<file path="src/rtl/i2c_bus_monitor.sv">
// i2c_bus_monitor: SCL/SDA synchronizer, optional glitch filter (I2C_GLITCH_FILTER_EN), START/STOP decode, bus-busy FSM
module i2c_bus_monitor #(
    parameter int FILTER_LEN = 4
) (
    input  logic clk,
    input  logic rst_n,
    input  logic scl_in,
    input  logic sda_in,
    output logic scl_f,
    output logic sda_f,
    output logic scl_rise,
    output logic scl_fall,
    output logic start_det,
    output logic rep_start,
    output logic stop_det,
    output logic bus_busy
);
    localparam logic [0:0] IDLE = 1'b0;
    localparam logic [0:0] BUSY = 1'b1;

    logic       scl_s1, scl_s2, sda_s1, sda_s2;
    logic       scl_d, sda_d;
    logic       start, stop;
    logic [0:0] state;

    if (FILTER_LEN < 1 || FILTER_LEN > 15) begin : g_len_check
        $error("FILTER_LEN must be in 1..15");
    end

    // two-flop resynchronizers, preset to the idle-high bus level
    always_ff @(posedge clk or negedge rst_n) begin
        if (!rst_n) begin
            scl_s1 <= 1'b1;
            scl_s2 <= 1'b1;
            sda_s1 <= 1'b1;
            sda_s2 <= 1'b1;
        end else begin
            scl_s1 <= scl_in;
            scl_s2 <= scl_s1;
            sda_s1 <= sda_in;
            sda_s2 <= sda_s1;
        end
    end

`ifdef I2C_GLITCH_FILTER_EN
    localparam logic [3:0] LAST = 4'(FILTER_LEN - 1);

    logic [3:0] scl_cnt, sda_cnt;

    // a new level is accepted only after persisting FILTER_LEN cycles; any return clears the count
    always_ff @(posedge clk or negedge rst_n) begin
        if (!rst_n) begin
            scl_cnt <= '0;
            sda_cnt <= '0;
            scl_f   <= 1'b1;
            sda_f   <= 1'b1;
        end else begin
            scl_cnt <= (scl_s2 == scl_f || scl_cnt == LAST) ? 4'd0 : scl_cnt + 4'd1;
            sda_cnt <= (sda_s2 == sda_f || sda_cnt == LAST) ? 4'd0 : sda_cnt + 4'd1;
            scl_f   <= (scl_s2 != scl_f && scl_cnt == LAST) ? scl_s2 : scl_f;
            sda_f   <= (sda_s2 != sda_f && sda_cnt == LAST) ? sda_s2 : sda_f;
        end
    end
`else
    assign scl_f = scl_s2;
    assign sda_f = sda_s2;
`endif

    // conditions need SCL high on both samples, so a simultaneous SCL/SDA change yields only the SCL edge
    assign start = scl_f & scl_d & sda_d & ~sda_f;
    assign stop  = scl_f & scl_d & ~sda_d & sda_f;

    // delayed levels, registered event pulses and bus ownership
    always_ff @(posedge clk or negedge rst_n) begin
        if (!rst_n) begin
            scl_d     <= 1'b1;
            sda_d     <= 1'b1;
            scl_rise  <= 1'b0;
            scl_fall  <= 1'b0;
            start_det <= 1'b0;
            rep_start <= 1'b0;
            stop_det  <= 1'b0;
            state     <= IDLE;
        end else begin
            scl_d     <= scl_f;
            sda_d     <= sda_f;
            scl_rise  <= scl_f & ~scl_d;
            scl_fall  <= ~scl_f & scl_d;
            start_det <= start;
            rep_start <= start & (state == BUSY);
            stop_det  <= stop;
            state     <= stop ? IDLE : start ? BUSY : state;
        end
    end

    assign bus_busy = (state == BUSY);
endmodule
</file>
<file path="config.mk">
export PLATFORM = sky130hd
export DESIGN_NAME = i2c_bus_monitor
export DESIGN_NICKNAME = d
export VERILOG_FILES = /design/src/rtl/i2c_bus_monitor.sv
export SDC_FILE = /design/constraint.sdc
export NUM_CORES = 1
export LEC_CHECK = 0
export BUFFER_PORTS_ARGS = -buffer_cell sky130_fd_sc_hd__buf_2
export CAP_MARGIN = 10
export CORE_AREA = 8 8 45 47
export CTS_BUF_LIST = sky130_fd_sc_hd__clkbuf_8
export DETAILED_ROUTE_END_ITERATION = 7
export DIE_AREA = 0 0 53 55
export GPL_ROUTABILITY_DRIVEN = 0
export HOLD_SLACK_MARGIN = 0.03
export PLACE_DENSITY = 0.46
export SLEW_MARGIN = 20
export SYNTH_ARGS = -nofsm -noshare
export SYNTH_HDL_FRONTEND = slang
export SYNTH_SLANG_ARGS = --single-unit
export TNS_END_PERCENT = 10
</file>
<file path="constraint.sdc">
create_clock -name clk -period 1 [get_ports clk]
set_clock_uncertainty 0.1 [all_clocks]
set_input_delay 0.15 -clock clk [delete_from_list [all_inputs] [get_ports clk]]
set_output_delay 0.15 -clock clk [all_outputs]
set_load 0.02 [all_outputs]
</file>
# Word level (Yosys, flattened, before mapping)
# Cells that the tools add are included.
[word_totals]
register_bits = 12
in_bits = 4
output_inout_bits = 8
elab_cells = 27
[op_classes]
muxes = 2
n_bitwise = 12
n_reduce_logical = 1
[ops]
columns = ["op", "count"]
rows = [
  ["bitwise AND 1 bit", 8],
  ["inverter 1 bit", 4],
  ["2-to-1 mux 1 bit", 2],
  ["nonzero test 2 bit", 1],
]

# Logic depth before layout (Yosys ltp)
# Gate-level depths: netlist (run 1).
[logic_depth]
depth_word = 5
mapped_depth = 3
ltp_nobuf = 3

# Worst setup path before layout (run 1)
# Ideal clock, no wire load.
[synth_path]
path_kind = "register -> register"
from = "register sda_s2, in the netlist sda_f"
to = "register state, in the netlist bus_busy"
setup_ps = 129
arrival_ps = 943
required_ps = 771
slack_ps = -173
stages_incl_launch_ff = 4
n_path_buf = 0
synth_period_minus_slack_ps = 1173
cell_sequence = "dfstp_2 > inv_2 > o31ai_1 > o21ai_1"
[synth_via]
elab_chain_len = 3
elab_cells_between_ends = 5
classes_between = "mux (1); bitwise (3); reduce/logical (1)"
[synth_lines]
columns = ["element", "line", "rtl"]
rows = [
  ["start, declared", "21", "logic scl_s1, scl_s2, sda_s1, sda_s2;"],
  ["start signal, assigned", "41", "sda_s2 <= sda_s1;"],
  ["inverter 1 bit", "70", "assign start = scl_f & scl_d & sda_d & ~sda_f;"],
  ["bitwise AND 1 bit", "70", ""],
  ["nonzero test 2 bit (no line)", "--", ""],
  ["end signal, assigned", "92", "state <= stop ? IDLE : start ? BUSY : state;"],
  ["end, declared", "24", "logic [0:0] state;"],
]
# Several ways; a longest one is shown, not always the timed one.
# A chain may end at the register's enable or synchronous reset.

# Worst setup path in the final report (run 1)
[layout_path]
from = "register scl_s2, in the netlist scl_f"
to = "output port scl_f"
[layout_lines]
columns = ["element", "line", "rtl"]
rows = [
  ["start, declared", "21", ""],
  ["start signal, assigned", "39", "scl_s2 <= scl_s1;"],
  ["end, declared", "9", "output logic scl_f,"],
]
# No word-level cell between the ends.

==> results of run 1 <==
## cells in the mapped netlist, drive strengths merged
library cell	instances
dfrtp	6
dfstp	6
nor2b	2
and2	1
inv	1
nand2	1
nand3	1
nor2	1
nor3	1
o21ai	1
o31ai	1
## metal layers
metal / up-vias / wire length (um) / part of all wire [%]
met4: 0 / 0 / 0
met5: - / 0 / 0
met3: 0 / 78 / 11
met2: 9 / 395 / 54
li1: 124 / - / -
met1: 125 / 254 / 35
## cell families after synthesis
kind of cell,after synthesis
compound gates,2
buf+inv,1
flops,12
simple gates,7
## final cells by class
cell class | count | area [um^2]
clock buffer | 3 | 41.3
fill | 127 | 739
inverter | 1 | 3.75
multi-input combinational | 9 | 85.1
sequential | 12 | 308
tap | 16 | 20.0
timing repair buffer | 23 | 186
## power groups by stage
| stage | clock network [uW] | logic [uW] | registers [uW] |
|---|---|---|---|
| floorplan | 0 | 15.4 | 572 |
| global route | 460 | 167 | 550 |
| global placement | 0 | 93.2 | 543 |
| detailed placement | 0 | 95.0 | 545 |
| CTS | 435 | 126 | 538 |
| finish | 412 | 154 | 548 |
## critical path, stage by stage, from the launching register on
cell	delay [ns]
dfstp_2	0.54
buf_6	0.10
buf_6	0.10
## worst max path at each step
| stage | to | slack, ns | depth (start not counted) |
|---|---|---|---|
| 2_1_floorplan | bus_busy | -0.17 | 3 |
| 3_3_place_gp | bus_busy | -0.08 | 3 |
| 3_5_place_dp | bus_busy | -0.11 | 3 |
| 4_1_cts | sda_f | -0.22 | 2 |
| 5_1_grt | bus_busy | -0.28 | 4 |
| 6_report | scl_f | -0.22 | 2 |
## through the flow
step           setup slack, ns  total power, uW
2_1_floorplan           -0.173              587
3_3_place_gp           -0.0850              636
3_5_place_dp            -0.110              640
4_1_cts                 -0.218             1100
5_1_grt                 -0.283             1180
6_report                -0.224             1110
## timing repair
action                                  in CTS  in global routing
cloned                                       0                  0
buffers inserted                             4                  1
resized for setup                            7                  9
hold buffers                                 3                  0
endpoints found under the setup margin       6                 14
pin swaps                                    0                  1
endpoints found under the hold margin       14                  0
==> results.cfg, run 1 <==
[run_status]
outcome = finished with violations
violations = negative setup slack

[clock_tree]
cts_made_buffers = 3
clk_pin_slew_ns = 0.05
cts.sinks = 12
cts_tree = done
clockBufferDepth = 2
htreeDepth = 1
cts-root-buf = clkbuf_8
insertion_delay_ns = 0.23

[power]
irDropWorstVdd_v = 0.000692
p_clk_share_pct = 37.0
p_per_area_nw_per_um2 = 1730
p_leak_uw = 0.000313
switchingPower_uw = 241
netSwitchingFraction_pct = 21.7
combPwrFrac_pct = 13.9
power_frac_seq_pct = 49.2
p_int_uw = 873

[global_route]
grt_overflow = 0
grt_start_max_net_pins = 13
top_usage_layer = met2
gr-usage-met2_pct = 9.18
track_usage_pct = 5.64
met1_usage_pct = 4.40
grt_pass1_vias = 271
antenna_found_initial = 0
grt_pass1_wl_um = 1110
grt_use_met3_pct = 3.21

[final_layout]
final_cells = 64
drive_gt1_share_pct = 72.9
fin_util_pct = 46.6
syn_to_final_growth_pct = 77.6
final_cell_area_um2 = 644
antennaDiodeCount = 0
nets = 54
layout_common_cells = 8 x buf_2, 7 x buf_6, 6 x dfrtp_1, 6 x dfstp_2, 5 x buf_4
final_common_cell = buf_2

[critical_path]
reg2reg_from = scl_f
r2r_end = bus_busy
ff2ff_setup_slack_ns = -0.22
critical_path_class = register to primary output
endpoint_kind = primary output
crit_required_ns = 0.75
crit_fanout = 2
cp.arrival_ns = 0.97
rr_worst_depth = 4
critical_path.startpoint = scl_f
crit_path_start_kind = register

[routing]
vias_per_cell = 4.03
antenna_left = 0
dr.pass1.iters = 2
totalWireLength_um = 728
vias = 258
wl_per_cell_um = 11.4
drc = 0
drt_iter0_drc = 4

[logic_synthesis]
synthSimpleGateAreaFrac_pct = 10.7
netlist_area_um2 = 363
synth_top_family_by_area = simple AND/OR/NAND/NOR gates
synthTopCellsByArea = dfstp_2 43%, dfrtp_1 41%, nor2b_1 3.4%
synth_compound_area_share_pct = 3.45
synth_top_area_share_pct = 43.4
synth_seq_cells = 12
synth_xor_area_share_pct = 0
synthMuxAreaShare_pct = 0
yosysTopAreaCell = dfstp_2
synthAdderAreaFrac_pct = 0
avgSynthCellArea_um2 = 16.5
synth_fp_nets = 26
yosysWarnings = 0
yosysSeqAreaShare_pct = 84.8
ys_types = 11
syn_inst = 22

[timing]
hold_violations = 0
min_period_over_period_pct = 122
max_slew_margin_pct = 83.1
tightest_slew_ns = 0.254
drv_slew = 0
fmax_ghz = 0.817
finalCriticalPeriod_ns = 1.22
hold_ws_ns = 0.213
rsz0062_at_grt = yes
setup_viol = 8
layout_setup_ws_ns = -0.224
tns_ns = -1.02

[floorplan]
dieWidth_um = 53
die_area_um2 = 2920
num_rows = 14
initial_core_util_pct = 26.2
dieHeight_um = 55
core_area_um2 = 1380
io_pins = 12

[placed_design]
post-place-cells = 53
placed_area_um2 = 468
io_buffers = 11

[hold_path]
hp-class = input pin to asynchronous set/reset pin

[job]
drv_cap = 0
Power figures use the tool's default switching activity.
==> inputs of run 2 (changes only) <==
Settings changed: ABC_AREA from default to 1, PLACE_DENSITY 0.46 to 0.47.
==> run 2 against run 1 <==
Net effect:
- the flow still finishes with violations (negative setup slack)
- via count is 3.1% lower
- fmax is 5.8% higher
- sequential cell count stayed put
- critical endpoint is now sda_f
==> results.cfg, run 2 <==
[run_status]
outcome = finished with violations
violations = negative setup slack

[timing]
tns_ns = -0.385
setup_viol = 6
rsz0062_at_grt = yes
max_slew_margin_pct = 83.0
hold_violations = 0
layout_setup_ws_ns = -0.157
fmax_ghz = 0.864
finalCriticalPeriod_ns = 1.16
drv_slew = 0
min_period_over_period_pct = 116
tightest_slew_ns = 0.255

[power]
p_clk_share_pct = 44.3
netSwitchingFraction_pct = 20.9
combPwrFrac_pct = 9.0
p_per_area_nw_per_um2 = 2030
switchingPower_uw = 241
p_leak_uw = 0.000313
power_frac_seq_pct = 46.7
p_int_uw = 915
irDropWorstVdd_v = 0.000993

[logic_synthesis]
avgSynthCellArea_um2 = 13.5
synth_flop_cell = dfstp_2
async_reset_ff_share_pct = 100
yosysTopAreaCell = dfstp_2
yosysSeqAreaShare_pct = 81.7
synth_seq_cells = 12
synth_top_area_share_pct = 41.9
synthTopCellsByArea = dfstp_2 42%, dfrtp_1 40%, inv_1 6.0%
netlist_area_um2 = 377
syn_inst = 28
synth_top_cells_by_count = 6 x dfrtp_1, 6 x dfstp_2, 6 x inv_1, 4 x nand2_1, 3 x nor2_1
synth_fp_nets = 32
synth_edf_count = 0
yosysWarnings = 0
ys_types = 8

[placed_design]
dp.final_hpwl_um = 472
io_buffers = 11
post-place-cells = 56

[critical_path]
rr_worst_depth = 5
slowest_stage = dfstp_2
r2r_end = bus_busy
crit_family = flip-flops
crit_required_ns = 0.75
endpoint_kind = primary output
reg2reg_from = sda_f
crit_buf_inv = 1
crit_path_start_kind = register
crit_fanout = 3
critical_path_class = register to primary output
slowest_delay_ns = 0.55
ff2ff_setup_slack_ns = -0.04
crit_chain = buf_6
cp.arrival_ns = 0.91

[final_layout]
fin_util_pct = 41.1
num-fill-cells = 142
drive_gt1_share_pct = 60.4
final_cells = 64
nets = 53
syn_to_final_growth_pct = 51.2
layout_common_cells = 9 x buf_2, 6 x dfrtp_1, 6 x dfstp_2
final_common_cell = buf_2
antennaDiodeCount = 0

[floorplan]
dieWidth_um = 53
dieHeight_um = 55
core_area_um2 = 1380
initial_core_util_pct = 27.2
die_area_um2 = 2920
num_rows = 14
io_pins = 12

[routing]
wl_per_cell_um = 9.64
vias = 250
dr.pass1.iters = 2
drt_iter0_drc = 5
vias_per_cell = 3.91
totalWireLength_um = 617
drc = 0
antenna_left = 0

[global_route]
grt_overflow = 0
antenna_found_initial = 0
grt_pass1_vias = 260
track_usage_pct = 4.98
grt_start_max_net_pins = 13
grt_pass1_wl_um = 938

[job]
drv_cap = 0

[hold_path]
hp-class = input pin to asynchronous set/reset pin

[clock_tree]
cts-root-buf = clkbuf_8
clockBufferDepth = 2
cts_tree = done
insertion_delay_ns = 0.24
clk_pin_slew_ns = 0.05
cts.sinks = 12
cts_made_buffers = 3
htreeDepth = 1
==> run 2: cell types whose count changed after synthesis, sizes merged <==
cell / delta
nand2: +3
and2: -1
nor2: +3
o21ai: -1
o31ai: -1
inv: +6
nor2b: -2
nor3: -1
==> run 2: cell families (layout without fill, tap and decap cells) <==
logic type	count (synthesis)	in the layout	synth area share, %
flops	12	12	81.7
buf+inv	7	27	6.98
simple gates	9	9	11.3
==> run 2: per-stage QoR <==
step	hold WS (ns)	setup WS [ns]	total power, uW	area (um^2)
after global placement	-0.0733	-0.0114	633	464
after detailed placement	-0.0656	-0.0277	637	464
after global routing	0.240	-0.186	1220	569
final	0.205	-0.157	1160	569
after floorplan	-0.246	-0.0831	593	382
after CTS	0.210	-0.166	1180	569
==> run 2: timing repair <==
action	4_1_cts	5_1_grt
cloned	0	0
setup buffers	1	0
hold buffers	3	0
setup endpoints to repair	7	13
resized for setup	4	0
hold endpoints to repair	14	0
==> run 2: cell type report <==
type	count	area (um^2)	share of cell area [%]
Clock buffer	4	55.1	9.67
Inverter	7	26.3	4.62
Multi-Input combinational cell	9	47.5	8.35
Sequential cell	12	308	54.1
Tap cell	16	20.0	3.52
Timing Repair Buffer	16	113	19.8
==> run 2: power by group through the flow <==
| stage | Combinational, uW | Sequential [uW] | Clock, uW |
|---|---|---|---|
| 2_1_floorplan | 22.4 | 571 | 0 |
| 3_3_place_gp | 88.0 | 545 | 0 |
| 3_5_place_dp | 90.4 | 547 | 0 |
| 4_1_cts | 108 | 540 | 530 |
| 5_1_grt | 115 | 542 | 563 |
| 6_report | 105 | 539 | 512 |
==> run 2: worst max-delay path by stage <==
stage	start	to	cells after the start
3_5_place_dp	sda_f	bus_busy	5
6_report	sda_f	sda_f	1
5_1_grt	sda_f	sda_f	1
4_1_cts	sda_f	sda_f	1
2_1_floorplan	scl_f	bus_busy	5
3_3_place_gp	scl_f	bus_busy	5
==> run 2: metal layers <==
layer	routed length (um)	track usage [%]
met2	276	7.81
met3	98	2.94
met1	203	3.31
met5	0	0
met4	38	7.76
